### src/rtl/voice_alloc.sv
// rtl/voice_alloc.sv - polyphonic voice allocator: note events to per-voice gate/pitch with oldest-voice stealing
//
// Ports:
//   sample_clock, rst         clock and asynchronous active-high reset
//   evt_valid/evt_ready       event handshake; evt_op, evt_note, evt_pitch carry the event
//   panic                     all-notes-off, also aborts any event in flight
//   gate[NVOICES]             per-voice gate
//   pitch_increment           voice i in bits [i*PITCHW +: PITCHW]
//   voice_select              waveform code shared by all voices
//   steal                     one-cycle pulse when a sounding voice was reassigned
module voice_alloc #(
    parameter int NVOICES = 4,
    parameter int PITCHW  = 16
) (
    input  logic                        sample_clock,
    input  logic                        rst,
    input  logic                        evt_valid,
    output logic                        evt_ready,
    input  logic [1:0]                  evt_op,
    input  logic [6:0]                  evt_note,
    input  logic [PITCHW-1:0]           evt_pitch,
    input  logic                        panic,
    output logic [NVOICES-1:0]          gate,
    output logic [NVOICES*PITCHW-1:0]   pitch_increment,
    output logic [3:0]                  voice_select,
    output logic                        steal
);
    localparam int IW = 3;

    typedef enum logic [1:0] {S_IDLE, S_MATCH, S_RETRIG} state_t;

    localparam logic [1:0] OP_OFF  = 2'b00;
    localparam logic [1:0] OP_ON   = 2'b01;
    localparam logic [1:0] OP_WAVE = 2'b10;

    state_t              state_q, state_d;
    logic [1:0]          op_q, op_d;
    logic [6:0]          ev_note_q, ev_note_d;
    logic [PITCHW-1:0]   ev_pitch_q, ev_pitch_d;
    logic [NVOICES-1:0]  gate_q, gate_d;
    logic [PITCHW-1:0]   pitch_q [NVOICES];
    logic [PITCHW-1:0]   pitch_d [NVOICES];
    logic [6:0]          note_q [NVOICES];
    logic [6:0]          note_d [NVOICES];
    logic [7:0]          age_q [NVOICES];
    logic [7:0]          age_d [NVOICES];
    logic [3:0]          vsel_q, vsel_d;
    logic                steal_q, steal_d;
    logic [IW-1:0]       retrig_q, retrig_d;

    logic                hit_found, free_found;
    logic [IW-1:0]       hit_idx, free_idx, old_idx, tgt_idx;
    logic [7:0]          old_age;

    assign evt_ready    = (state_q == S_IDLE) && !panic && !rst;
    assign gate         = gate_q;
    assign voice_select = vsel_q;
    assign steal        = steal_q;

    always_comb begin
        for (int i = 0; i < NVOICES; i++) begin
            pitch_increment[i*PITCHW +: PITCHW] = pitch_q[i];
        end
    end

    // Target search. Descending scan so the lowest matching index wins;
    // the oldest scan uses strict '>' so ties keep the lowest index.
    always_comb begin
        hit_found  = 1'b0;
        hit_idx    = '0;
        free_found = 1'b0;
        free_idx   = '0;
        old_idx    = '0;
        old_age    = age_q[0];
        for (int i = NVOICES - 1; i >= 0; i--) begin
            if (gate_q[i] && (note_q[i] == ev_note_q)) begin
                hit_found = 1'b1;
                hit_idx   = IW'(i);
            end
            if (!gate_q[i]) begin
                free_found = 1'b1;
                free_idx   = IW'(i);
            end
        end
        for (int i = 1; i < NVOICES; i++) begin
            if (age_q[i] > old_age) begin
                old_age = age_q[i];
                old_idx = IW'(i);
            end
        end
        tgt_idx = hit_found ? hit_idx : (free_found ? free_idx : old_idx);
    end

    always_comb begin
        state_d    = state_q;
        op_d       = op_q;
        ev_note_d  = ev_note_q;
        ev_pitch_d = ev_pitch_q;
        gate_d     = gate_q;
        pitch_d    = pitch_q;
        note_d     = note_q;
        age_d      = age_q;
        vsel_d     = vsel_q;
        steal_d    = 1'b0;
        retrig_d   = retrig_q;

        case (state_q)
            S_IDLE: begin
                if (evt_valid && evt_ready) begin
                    op_d       = evt_op;
                    ev_note_d  = evt_note;
                    ev_pitch_d = evt_pitch;
                    state_d    = S_MATCH;
                end
            end
            S_MATCH: begin
                state_d = S_IDLE;
                case (op_q)
                    OP_OFF: begin
                        for (int i = 0; i < NVOICES; i++) begin
                            if (gate_q[i] && (note_q[i] == ev_note_q)) gate_d[i] = 1'b0;
                        end
                    end
                    OP_ON: begin
                        for (int i = 0; i < NVOICES; i++) begin
                            if (tgt_idx == IW'(i)) begin
                                pitch_d[i] = ev_pitch_q;
                                note_d[i]  = ev_note_q;
                                age_d[i]   = 8'd0;
                                // Retrigger and steal drop the gate for one cycle
                                // so the envelope restarts.
                                gate_d[i]  = !hit_found && free_found;
                            end else if (age_q[i] != 8'hFF) begin
                                age_d[i] = age_q[i] + 8'd1;
                            end
                        end
                        if (hit_found || !free_found) begin
                            retrig_d = tgt_idx;
                            state_d  = S_RETRIG;
                        end
                        steal_d = !hit_found && !free_found;
                    end
                    OP_WAVE: vsel_d = ev_pitch_q[3:0];
                    default: ;
                endcase
            end
            S_RETRIG: begin
                for (int i = 0; i < NVOICES; i++) begin
                    if (retrig_q == IW'(i)) gate_d[i] = 1'b1;
                end
                state_d = S_IDLE;
            end
            default: state_d = S_IDLE;
        endcase

        // Panic wins over everything, including half-finished updates.
        if (panic) begin
            state_d = S_IDLE;
            gate_d  = '0;
            steal_d = 1'b0;
            pitch_d = pitch_q;
            note_d  = note_q;
            vsel_d  = vsel_q;
            for (int i = 0; i < NVOICES; i++) age_d[i] = 8'd0;
        end
    end

    always_ff @(posedge sample_clock or posedge rst) begin
        if (rst) begin
            state_q    <= S_IDLE;
            op_q       <= 2'b00;
            ev_note_q  <= 7'd0;
            ev_pitch_q <= '0;
            gate_q     <= '0;
            vsel_q     <= 4'd0;
            steal_q    <= 1'b0;
            retrig_q   <= '0;
            for (int i = 0; i < NVOICES; i++) begin
                pitch_q[i] <= '0;
                note_q[i]  <= 7'd0;
                age_q[i]   <= 8'd0;
            end
        end else begin
            state_q    <= state_d;
            op_q       <= op_d;
            ev_note_q  <= ev_note_d;
            ev_pitch_q <= ev_pitch_d;
            gate_q     <= gate_d;
            vsel_q     <= vsel_d;
            steal_q    <= steal_d;
            retrig_q   <= retrig_d;
            pitch_q    <= pitch_d;
            note_q     <= note_d;
            age_q      <= age_d;
        end
    end
endmodule

### config.mk
export PLATFORM = sky130hd
export DESIGN_NAME = voice_alloc
export DESIGN_NICKNAME = d
export VERILOG_FILES = /design/src/rtl/voice_alloc.sv
export SDC_FILE = /design/constraint.sdc
export NUM_CORES = 1
export LEC_CHECK = 0
export CORE_MARGIN = 2
export CORE_UTILIZATION = 40
export CTS_CLUSTER_SIZE = 30
export DETAILED_ROUTE_END_ITERATION = 6
export PLACE_DENSITY = 0.6
export SYNTH_ARGS = -nofsm -noshare
export SYNTH_HDL_FRONTEND = slang
export SYNTH_SLANG_ARGS = --single-unit
### constraint.sdc
create_clock -name sample_clock -period 6.7 [get_ports sample_clock]
set_input_delay 1.005 -clock sample_clock [delete_from_list [all_inputs] [get_ports sample_clock]]
set_output_delay 1.005 -clock sample_clock [all_outputs]
set_load 0.005 [all_outputs]
After elaboration in Yosys (flattened, before gate mapping)
Cells that the tools add are included.
- add/sub/neg operators: 4
- reduce and logical (&&, ||, !) cells: 40
- multiplexer cells: 57
- $lt $le $gt $ge: 3
- bitwise logic cells: 1
- eq/ne operators: 32
- operators by type and width (kind ; count):
    2-to-1 mux 32 bit ; 3
    2-to-1 mux 8 bit ; 10
    adder 8 x 1 -> 8 bit (second input constant) ; 4
    != test 4 bit (second input constant) ; 8
    != test 8 bit (second input constant) ; 4
    2-to-1 mux 3 bit ; 10
    equality test 7 bit ; 4
    greater-than comparator 8 bit ; 3
    2-to-1 mux 1 bit ; 24
    AND reduction 5 bit ; 4
    AND reduction 3 bit ; 6
    case mux 4 bit (2 select lines) ; 2
    AND reduction 4 bit ; 4
    nonzero test 3 bit ; 5
    equality test 3 x 2 -> 1 bit (second input constant) ; 4
    2-to-1 mux 2 bit ; 6
    != test 3 bit (second input constant) ; 4
    logical AND 1 bit ; 9
    equality test 3 x 1 -> 1 bit (second input constant) ; 2
    zero test 3 bit ; 2
    equality test 2 x 1 -> 1 bit (second input constant) ; 2
    equality test 2 bit (second input constant) ; 2
    zero test 1 bit ; 4
    zero test 2 bit ; 2
    other kinds (8) ; 9
- input port bits: 29
- output and inout bits: 74
- register bits after elaboration: 163
- logic and storage cells: 160

Depth between registers and ports, before layout
- word-level depth: 13
- gate-level depth with buffers: 27

Least setup slack after synthesis
Ideal clock, no wire load.
- path kind: reg2reg
- start: reg age_q[17] (netlist name)
- end: reg note_q[21] (netlist name)
- library setup time: 125 ps
- setup slack: 906 ps
- cell stages (with the launch flop): 25
- arrival time: 5669 ps
- buffers on the path: 3
- period minus slack after synthesis: 5794 ps
- path through: dfrtp_1 ha_1 nor2b_1 o211ai_1 a21oi_1 nor2_1 mux2i_1 ha_1 a211oi_1 o21bai_1 a2111oi_4 or2_2 clkbuf_1 clkbuf_1 o21ai_0 ha_1 nor2b_1 o211ai_1 a21oi_1 o21bai_1 a311o_2 a21oi_2 nor3_2 buf_2 mux2_2
- cells in the longest elaborated chain, start to end: 10
- elaborated cells between the ends (all ways): 12
- ends and longest elaborated chain (what ; line ; RTL):
    start, declared ; 45 ; logic [7:0] age_q [NVOICES];
    start signal, assigned ; 194 ; age_q <= age_d;
    greater-than comparator 8 bit ; 86 ; if (age_q[i] > old_age) begin
    2-to-1 mux 8 bit ; 86 ;
    greater-than comparator 8 bit ; 86 ;
    2-to-1 mux 8 bit ; 86 ;
    greater-than comparator 8 bit ; 86 ;
    2-to-1 mux 3 bit * ; 86 ;
    2-to-1 mux 3 bit * (2 in a row) ; 91 ; tgt_idx = hit_found ? hit_idx : (free_found ? free_idx : old_idx);
    zero test 3 bit * ; 126 ; if (tgt_idx == IW'(i)) begin
    AND reduction 4 bit (no line) * ; -- ;
    end signal, assigned ; 193 ; note_q <= note_d;
    end, declared ; 43 ; logic [6:0] note_q [NVOICES];
Mark *: on every way between the ends. The rest lies on a longest branch, timed or not.
A chain may end at the register's enable or synchronous reset.

Final worst setup path
- start: reg age_q[31] (netlist name)
- end: reg note_q[4] (netlist name)
- cells in the longest elaborated chain, start to end: 10
- elaborated cells between the ends (all ways): 12
- ends and longest elaborated chain (what ; line):
    greater-than comparator 8 bit ; 86
    2-to-1 mux 8 bit ; 86
    greater-than comparator 8 bit ; 86
    2-to-1 mux 8 bit ; 86
    greater-than comparator 8 bit ; 86
    2-to-1 mux 3 bit * ; 86
    2-to-1 mux 3 bit * (2 in a row) ; 91
    equality test 3 x 2 -> 1 bit * ; 126
    AND reduction 4 bit (no line) * ; --
Marks and branches as above.

==> results.toml <==
[clocking]
cts_resized = 0
clock_sinks = 162
cts.clk_slew.worst_paths_ns = 0.07
cts_setup_buffers = 0
cts_hold_buf = 0
cts_buffers = 17
tritoncts = "done"
h-tree-depth = 4
clockBufferDepth = 2
clkLatencyLatePin_ns = 0.43
cts_root_buffer = "clkbuf_16"

[synth]
syn_inst = 698
syn_area_um2 = 8150
async_flop_share_pct = 100
synth_edf_count = 0
synth.distinct_cells = 58
synth.yosys.warnings = 0
synth-seq-cells = 162
syn_avg_cell_area_um2 = 11.7
synth_top_area_share_pct = 49.8
syn-num-nets = 755
ys.flop_type = "dfrtp_1"
synth_top_cells_by_area = "dfrtp_1 (50%), mux2_2 (13%), ha_1 (4.3%)"
synth-seq-area-share_pct = 49.8
synth_top_area_cell = "dfrtp_1"

[timing]
final-max-slew-violation-count = 0
rsz0062_at_grt = "false"
fin_crit_sh_pct = 90.2
skew_ns = 0.0155
final.min_clock_period_ns = 6.04
fmaxAchievable_mhz = 166
finalHoldViolCount = 0
maxSlewHeadroom_pct = 36.2
worst_pin_slew_ns = 0.954
finalSetupViolations = 0
finalSetupTns_ns = 0

[setup_path]
cp_max_fo = 23
cp-end-kind = "register"
crit_path_start_kind = "register"
arrival_ns = 6.35
worstPathRequired_ns = 7.01
max_stage_delay_ns = 0.47
critical_path.cell_chain = "inv_1 > ha_1 > a21oi_1 > o21ai_0 > o21a_1 > nor2_1 > buf_4 > mux2i_1 > ha_1 > a211oi_1 > o21bai_1 > a2111oi_4 > or2_2 > mux2_2 > ha_1 > nor2b_1 > o211ai_1 > a21oi_1 > o21bai_1 > a311o_2 > a21oi_2 > nand2_2 > mux2_1"
crit_slowest_cell = "a311o_2"
regToRegSetupSlack_ns = 0.66
path_class = "reg2reg"
reg2regPathDepth = 23
crit_top_cell = "ha_1"
r2r-end = "note_q[4]$_DFFE_PP0P_"
reg2reg_from = "age_q[31]$_DFFE_PP0P_"

[place]
place_area_um2 = 9440
gp_congestion = 0.882
io_buffers = 102
post-dp-hpwl_um = 13500

[drt]
postRouteWirelength_um = 19500
wl_per_cell_um = 18.0
dr_total_vias = 5784
drcViolationCount = 0
via_per_inst = 5.35
drt-initial-drc-count = 374
dr.pass1.iters = 5
ant_nets = 0

[floorplanning]
rows = 52
die-height_um = 147
dieWidth_um = 147
core_region_area_um2 = 20100
start_util_pct = 40.5
dieArea_um2 = 21500
pin_count = 103

[global_routing]
grt_max_degree = 98
grt_usage_pct = 18.9
antenna_found_initial = 0
first_global_vias = 5966
grt_pass1_wl_um = 32300
overflow = 0

[status]
status = "finished, final reports clean"

[layout]
drive_gt1_share_pct = 20.7
nFillCells = 1748
final_area_um2 = 10000
diodes = 0
syn2layout_area_growth_pct = 23.1
regArea_um2 = 4050
num-nets-final = 855
utilization_pct = 49.9
multi_input_comb_area_um2 = 3880

[pwr]
power_density_nw_per_um2 = 275
ir_worst_vdd_mv = 0.200
p_leak_uw = 0.00448

[min_path]
hold_path_startpoint = "pitch_increment[35]$_DFFE_PP0P_"
hp-class = "reg2reg"
whs_endpoint = "pitch_increment[35]$_DFFE_PP0P_"
hold_path_depth = 1

[run]
maxCapViolCount = 0
[worst max-delay path: cells and delay by family, from the launching register on]
kind | cells | cell delay [ns]
fa+ha+maj | 3 | 0.75
compound gates | 11 | 2.27
mux | 3 | 1.16
buf+inv | 2 | 0.33
simple gates | 4 | 0.96
flops | 1 | 0.41
[flip-flops by register name, indices dropped and copies added, names as in the netlist]
signal and flops:
gate 4, voice_select 4, pitch_increment 64, age_q 32
note_q 28, steal 1, retrig_q 2, op_q 2
state_q 2, ev_note_q 7, ev_pitch_q 16
[where the power goes]
part / internal, uW / total, uW / leakage (uW) / switching (uW)
Sequential: 1100 / 1230 / 0.00218 / 129
Combinational: 328 / 572 / 0.00203 / 244
Clock: 499 / 963 / 0.000282 / 464
Total: 1930 / 2760 / 0.00448 / 837
[cell type report]
class,instances,share of cell area [%]
timing repair buffer,111,10.9
multi-input combinational,487,38.7
tap,270,3.37
clock buffer,17,4.24
inverter,19,0.761
clock inverter,15,1.65
sequential,162,40.4
[synthesized netlist by cell type (2+ instances only)]
library cell / n
a211oi_1: 4
a21o_1: 5
a21oi_1: 26
a22oi_1: 3
a311oi_1: 2
a31oi_1: 7
and2_1: 4
and3_1: 3
buf_2: 13
buf_6: 4
clkbuf_1: 13
dfrtp_1: 162
ha_1: 28
inv_1: 19
mux2_1: 12
mux2_2: 92
mux2_4: 20
mux2i_1: 9
nand2_1: 54
nand2_2: 2
nand2b_1: 8
nand3_1: 14
nand3b_1: 2
nand4_1: 28
nor2_1: 35
nor2b_1: 11
nor3_1: 11
nor4_1: 3
o211a_1: 2
o211ai_1: 3
o21a_1: 2
o21ai_0: 26
o21bai_1: 3
or2_2: 4
or3_1: 5
xnor2_1: 27
xor2_1: 11
[routing by layer]
metal	up-vias	track usage (%)	part of all wire (%)	routed length, um
met5	-	0	0	0
met4	0	5.24	1.3	250
met3	24	5.65	6.0	1170
met2	140	30.8	49	9550
met1	2917	24.5	44	8510
li1	2703	-	-	-
[worst max-delay path by stage]
stage | from | to | slack (ns) | cells after the start
2_1_floorplan | age_q[17]$_DFFE_PP0P_ | note_q[21]$_DFFE_PP0P_ | 0.91 | 24
3_3_place_gp | age_q[27]$_DFFE_PP0P_ | note_q[1]$_DFFE_PP0P_ | 0.86 | 22
3_5_place_dp | age_q[31]$_DFFE_PP0P_ | note_q[4]$_DFFE_PP0P_ | 0.66 | 23
4_1_cts | age_q[31]$_DFFE_PP0P_ | note_q[4]$_DFFE_PP0P_ | 0.59 | 23
5_1_grt | age_q[27]$_DFFE_PP0P_ | note_q[0]$_DFFE_PP0P_ | 0.11 | 22
6_report | age_q[31]$_DFFE_PP0P_ | note_q[4]$_DFFE_PP0P_ | 0.66 | 23
[metrics by stage]
stage	setup WS [ns]	total power [uW]	hold slack [ns]	cells
final	0.658	2760	0.493	1081
after global routing	0.111	2910	0.506	1081
after global placement	0.861	1800	0.482	1049
after floorplan	0.906	1570	0.486	698
after detailed placement	0.658	1820	0.486	1049
after CTS	0.587	2800	0.497	1081
[kinds of logic (layout without fill, tap and decap cells)]
logic type / count (synthesis) / after routing / synth area share, %
and+or+nand+nor: 188 / 188 / 11.5
DFF: 162 / 162 / 49.8
muxes: 133 / 133 / 19.2
AOI/OAI and AO/OA: 100 / 100 / 8.37
buffers and inverters: 49 / 162 / 2.83
xor gates and xnor gates: 38 / 38 / 4.09
adders and majority gates: 28 / 28 / 4.30
[placed cells by master, fill, tap and decap left out, types with 3 or more instances in the layout]
cell type and count:
a211oi_1 4, a21o_1 5, a21oi_1 26, a22oi_1 3, a31oi_1 7, and2_1 4, and3_1 3, buf_4 9
clkbuf_16 17, clkdlybuf4s50_1 102, clkinv_4 3, clkinv_8 4, dfrtp_1 162, ha_1 28, inv_1 18, inv_8 4
mux2_1 12, mux2_2 92, mux2_4 20, mux2i_1 9, nand2_1 54, nand2b_1 8, nand3_1 14, nand4_1 28
nor2_1 35, nor2b_1 11, nor3_1 11, nor4_1 3, o211ai_1 3, o21ai_0 26, o21bai_1 3, or2_2 4
or3_1 5, xnor2_1 27, xor2_1 11
Power figures use the tool's default switching activity.
==> RTL change 1 (same flow settings) <==
`PITCHW`: 16 -> 32.
--- a/src/rtl/voice_alloc.sv
+++ b/src/rtl/voice_alloc.sv
@@ -11,5 +11,5 @@
 module voice_alloc #(
     parameter int NVOICES = 4,
-    parameter int PITCHW  = 16
+    parameter int PITCHW  = 32
 ) (
     input  logic                        sample_clock,
Interface: changed (resized evt_pitch and pitch_increment); port bits go from 103 to 183. No check against the original RTL was run, so the function may have changed too.
==> RTL change 1 against the unedited design <==
- total power is 55% higher
- sequential share of layout area is 2.7 points higher
- sequential cell count up 80
- worst setup slack worse by 0.18 ns
- hold slack got worse by 0.0091 ns
- cell area increased by 40%
- area after synthesis increased by 34%
- wire length is 38% higher
- critical path type unchanged
- largest cell class unchanged
==> RTL change 1: results (changes against the unedited design) <==
cells_and_area:
  nFillCells: 2319  # +33%
  drive_gt1_frac: 0.261  # +0.0541
  largest_register_ffs: 128  # +100%
  fin_nets: 1096  # +28%
clocking:
  htree_levels: 1  # -3
  ctsResizeCount: 0  # unchanged
  clkLatencyLatePin_ns: 0.57  # +0.14 ns
  cts-buffers-inserted: 28  # +11
  clockBufferDepth: 3  # +1
hold_path:
  hold_end: "pitch_increment[42]"
  worstHoldStart: "pitch_increment[42]"
  holdPathStages: 1  # unchanged
critical_path:
  critPathMaxFanout: 19  # -17%
  r2r_start: "age_q[17]"
  crit_slowest_cell: "or3_2"
  crit_arrival_ns: 6.67  # +0.32 ns
  r2r_slack_ns: 0.48  # -0.18 ns
  crit_end: "pitch_increment[121]"
  cp_slowest_stage_delay_ns: 0.65  # +0.18 ns
synthesis:
  synth-seq-cells: 242  # +49%
  yosysUniqueCellTypes: 53  # -8.6%
  syn_nets: 908  # +20%
  synthTopCellsByArea: "dfrtp_1 (56%), mux2_2 (19%), ha_1 (3.2%)"
  ys_seq_area_frac: 0.555  # +0.0576
  syn_inst: 835  # +20%
  ys_top_cells_by_count: "dfrtp_1 (242), mux2_2 (185), nor2_1 (39), xnor2_1 (39), nand2_1 (38)"
grt:
  grt_pass1_wl_um: 43200  # +34%
  track_usage: 0.190  # +0.00112
  grt_start_max_net_pins: 155  # +58%
  grt_pass1_vias: 7674  # +29%
  antenna_found_initial: 2  # +2
detailed_routing:
  drt_first_pass_iters: 4  # -1
  drc_errors: 0  # unchanged
  drtIter0Drc: 408  # +9.1%
  wire_per_inst_um: 19.4  # +7.4%
  routed_wl_um: 26800  # +38%
  num_vias: 7259  # +26%
placed_design:
  numPortBuffers: 182  # +78%
  dpl_cell_area_sq_mm: 0.0131  # +38%
  dp_cells: 1333  # +27%
  gp_congestion: 0.856  # -2.9%
  place_ws_ns: 0.496  # -0.162 ns
power:
  sw_frac_of_total: 0.270  # -0.0330
  clkPwrFrac: 0.365  # +0.016
  leakagePower_nw: 6.39  # +42%
  ir_drop_uv: 231  # +16%
  p_clk_mw: 1.56  # +62%
sta:
  fmax_ghz: 0.161  # -2.9%
  holdWs_ns: 0.484  # -0.00905 ns
  skew_ns: 0.0425  # +0.0270 ns
  slew_headroom: 0.287  # -0.0758
outcome:
  outcome: "finished, final reports clean"
-- RTL change 1: logic make-up (layout without fill, tap and decap cells) --
| logic type | Yosys count | after routing | synth area share |
|---|---|---|---|
| mux | 212 | 212 | 0.221 |
| compound gates | 98 | 98 | 0.0570 |
| buf+inv | 55 | 264 | 0.0253 |
| xor+xnor | 45 | 45 | 0.0361 |
| simple gates | 155 | 156 | 0.0730 |
| flops | 242 | 242 | 0.555 |
| fa+ha+maj | 28 | 28 | 0.0321 |
-- RTL change 1: layout make-up --
cell class	instances	area (sq um)	share of cell area
clock buffers	39	802	0.0571
clock inverters	13	165	0.0118
inverters	20	78.8	0.00561
multi-input cells	539	4600	0.328
flip-flops and latches	242	6060	0.431
well taps	341	427	0.0304
repair buffers	192	1910	0.136
-- RTL change 1: routing by layer --
layer	part of all wire	GRT usage	vias up
met5	0.00093	0	-
met4	0.019	0.0435	4
met3	0.098	0.0786	44
met2	0.45	0.298	194
met1	0.43	0.246	3623
li1	-	-	3394
==> RTL change 2 (same settings) <==
Without the edit above. Re-encode `state_t` (3 states) as one-hot, 3 bits wide.
--- a/src/rtl/voice_alloc.sv
+++ b/src/rtl/voice_alloc.sv
@@ -28,5 +28,5 @@
     localparam int IW = 3;
 
-    typedef enum logic [1:0] {S_IDLE, S_MATCH, S_RETRIG} state_t;
+    typedef enum logic [2:0] {S_IDLE = 3'b001, S_MATCH = 3'b010, S_RETRIG = 3'b100} state_t;
 
     localparam logic [1:0] OP_OFF  = 2'b00;
Function: no difference found for any inputs over 4 cycles, from zero or initial values and one cycle with rst high; so few cycles prove little.
==> RTL change 2 against the unedited design <==
- sequential cell count is 1 higher
- first-iteration DRC count is 21% lower
- worst setup slack better by 0.066 ns
- combinational power is 37% lower
- sequential share of layout area is 0.79 points higher
- largest cell class unchanged
- largest power group unchanged
- cell area is 1.3% lower
- total power is 10% lower
- wire length is 0.65% lower
- non-clock buffer count stayed put
- critical path type unchanged
- area after synthesis is 2.1% lower
==> RTL change 2: results (changes against the unedited design) <==
power:
  pwr-share-seq: 0.443  # about the same
  p_sw_mw: 0.769  # -8.2%
  ir_drop_uv: 209  # +4.6%
  combPwrFrac: 0.146  # -0.061
placed_design:
  hpwl_um: 13300  # -1.1%
  dp_cells: 1078  # +2.8%
  gp_congestion: 0.873  # -1.0%
  dpl_cell_area_sq_mm: 0.00926  # -1.9%
sta:
  skew_ns: 0.0210  # +0.00553 ns
  worstMarginPinSlew_ns: 0.974  # +0.0195 ns
synthesis:
  syn_nets: 789  # +4.5%
  synth-seq-cells: 163  # +0.62%
  ys_seq_area_frac: 0.512  # +0.0141
  synthTopCellsByArea: "dfrtp_1 (51%), mux2_2 (12%), nand2_1 (5.2%)"
  synth_compound_area_frac: 0.0737  # -0.00996
  syn_avg_cell_area_sq_um: 10.9  # -6.7%
  synthAdderAreaFrac: 0.0439  # +0.000931
  synth_mux_area_frac: 0.148  # -0.0436
  synthXorXnorAreaFrac: 0.0483  # +0.00747
detailed_routing:
  num_vias: 5797  # +0.22%
  drtIter0Drc: 295  # -21%
  viasPerCell: 5.22  # -2.4%
  drt_first_pass_iters: 4  # -1
grt:
  grt_pass1_wl_um: 32400  # +0.32%
  grt_start_max_net_pins: 111  # +13%
  grt_pass1_vias: 6236  # +4.5%
cells_and_area:
  comb.multi_input.count: 519  # +6.6%
  fin_nets: 889  # +4.0%
  nonClockInverterCount: 20  # +1
  clk_share: 0.0648  # +0.00594
  seq_share: 0.412  # +0.00786
  nFillCells: 1749  # +0.057%
  drive_gt1_frac: 0.162  # -0.0450
hold_path:
  worstHoldStart: "pitch_increment[59]"
  hold_end: "pitch_increment[59]"
critical_path:
  reg2reg_depth: 25  # +8.7%
  reg2reg_to: "note_q[17]"
  r2r_slack_ns: 0.72  # +0.07 ns
outcome:
  outcome: "finished, final reports clean"
[RTL change 2: cell types whose count changed after synthesis, moves of 5 or more]
| cell | unedited run | this run |
|---|---|---|
| nand2b_1 | 8 | 3 |
| mux2_4 | 20 | 0 |
| mux2_2 | 92 | 83 |
| nor2_1 | 35 | 48 |
| nand4_1 | 28 | 17 |
| and3_1 | 3 | 8 |
| o21ai_0 | 26 | 32 |
| or3_1 | 5 | 0 |
| nor2b_1 | 11 | 5 |
| nand2_1 | 54 | 111 |
[RTL change 2: how the worst max path moves through the flow]
stage              start          to  slack [ns]
2_1_floorplan        rst    age_q[0]        1.29
3_3_place_gp   age_q[17]   age_q[24]        0.92
3_5_place_dp   age_q[17]   age_q[24]        0.75
4_1_cts        age_q[17]   age_q[25]        0.75
5_1_grt        age_q[25]   age_q[25]        0.09
6_report       age_q[17]  note_q[17]        0.72
[RTL change 2: metal layers]
metal,global-route usage,routed length [um],vias to the layer above,share of wire
met5,0,0,-,0
met2,0.312,9170,136,0.47
met3,0.0588,1360,19,0.070
met4,0.0539,316,0,0.016
li1,-,-,2762,-
met1,0.241,8520,2880,0.44
[RTL change 2: worst max-delay path: stages, from the launching register on]
cell and delay (ns):
dfrtp_1 0.45, ha_1 0.34, nor2b_1 0.13, o211ai_1 0.16, a21oi_1 0.09, o22ai_1 0.11, buf_4 0.22, mux2i_1 0.27
ha_1 0.28, a211oi_1 0.21, nor2_1 0.09, o31ai_1 0.35, or2_2 0.30, nand2_1 0.07, o21ai_0 0.10, ha_1 0.28
nor2b_1 0.13, o21ai_0 0.14, nor4bb_1 0.46, or2_2 0.20, o21ai_0 0.11, a21oi_2 0.33, nand2b_1 0.36, nor2_2 0.05
buf_4 0.27, mux2_1 0.36
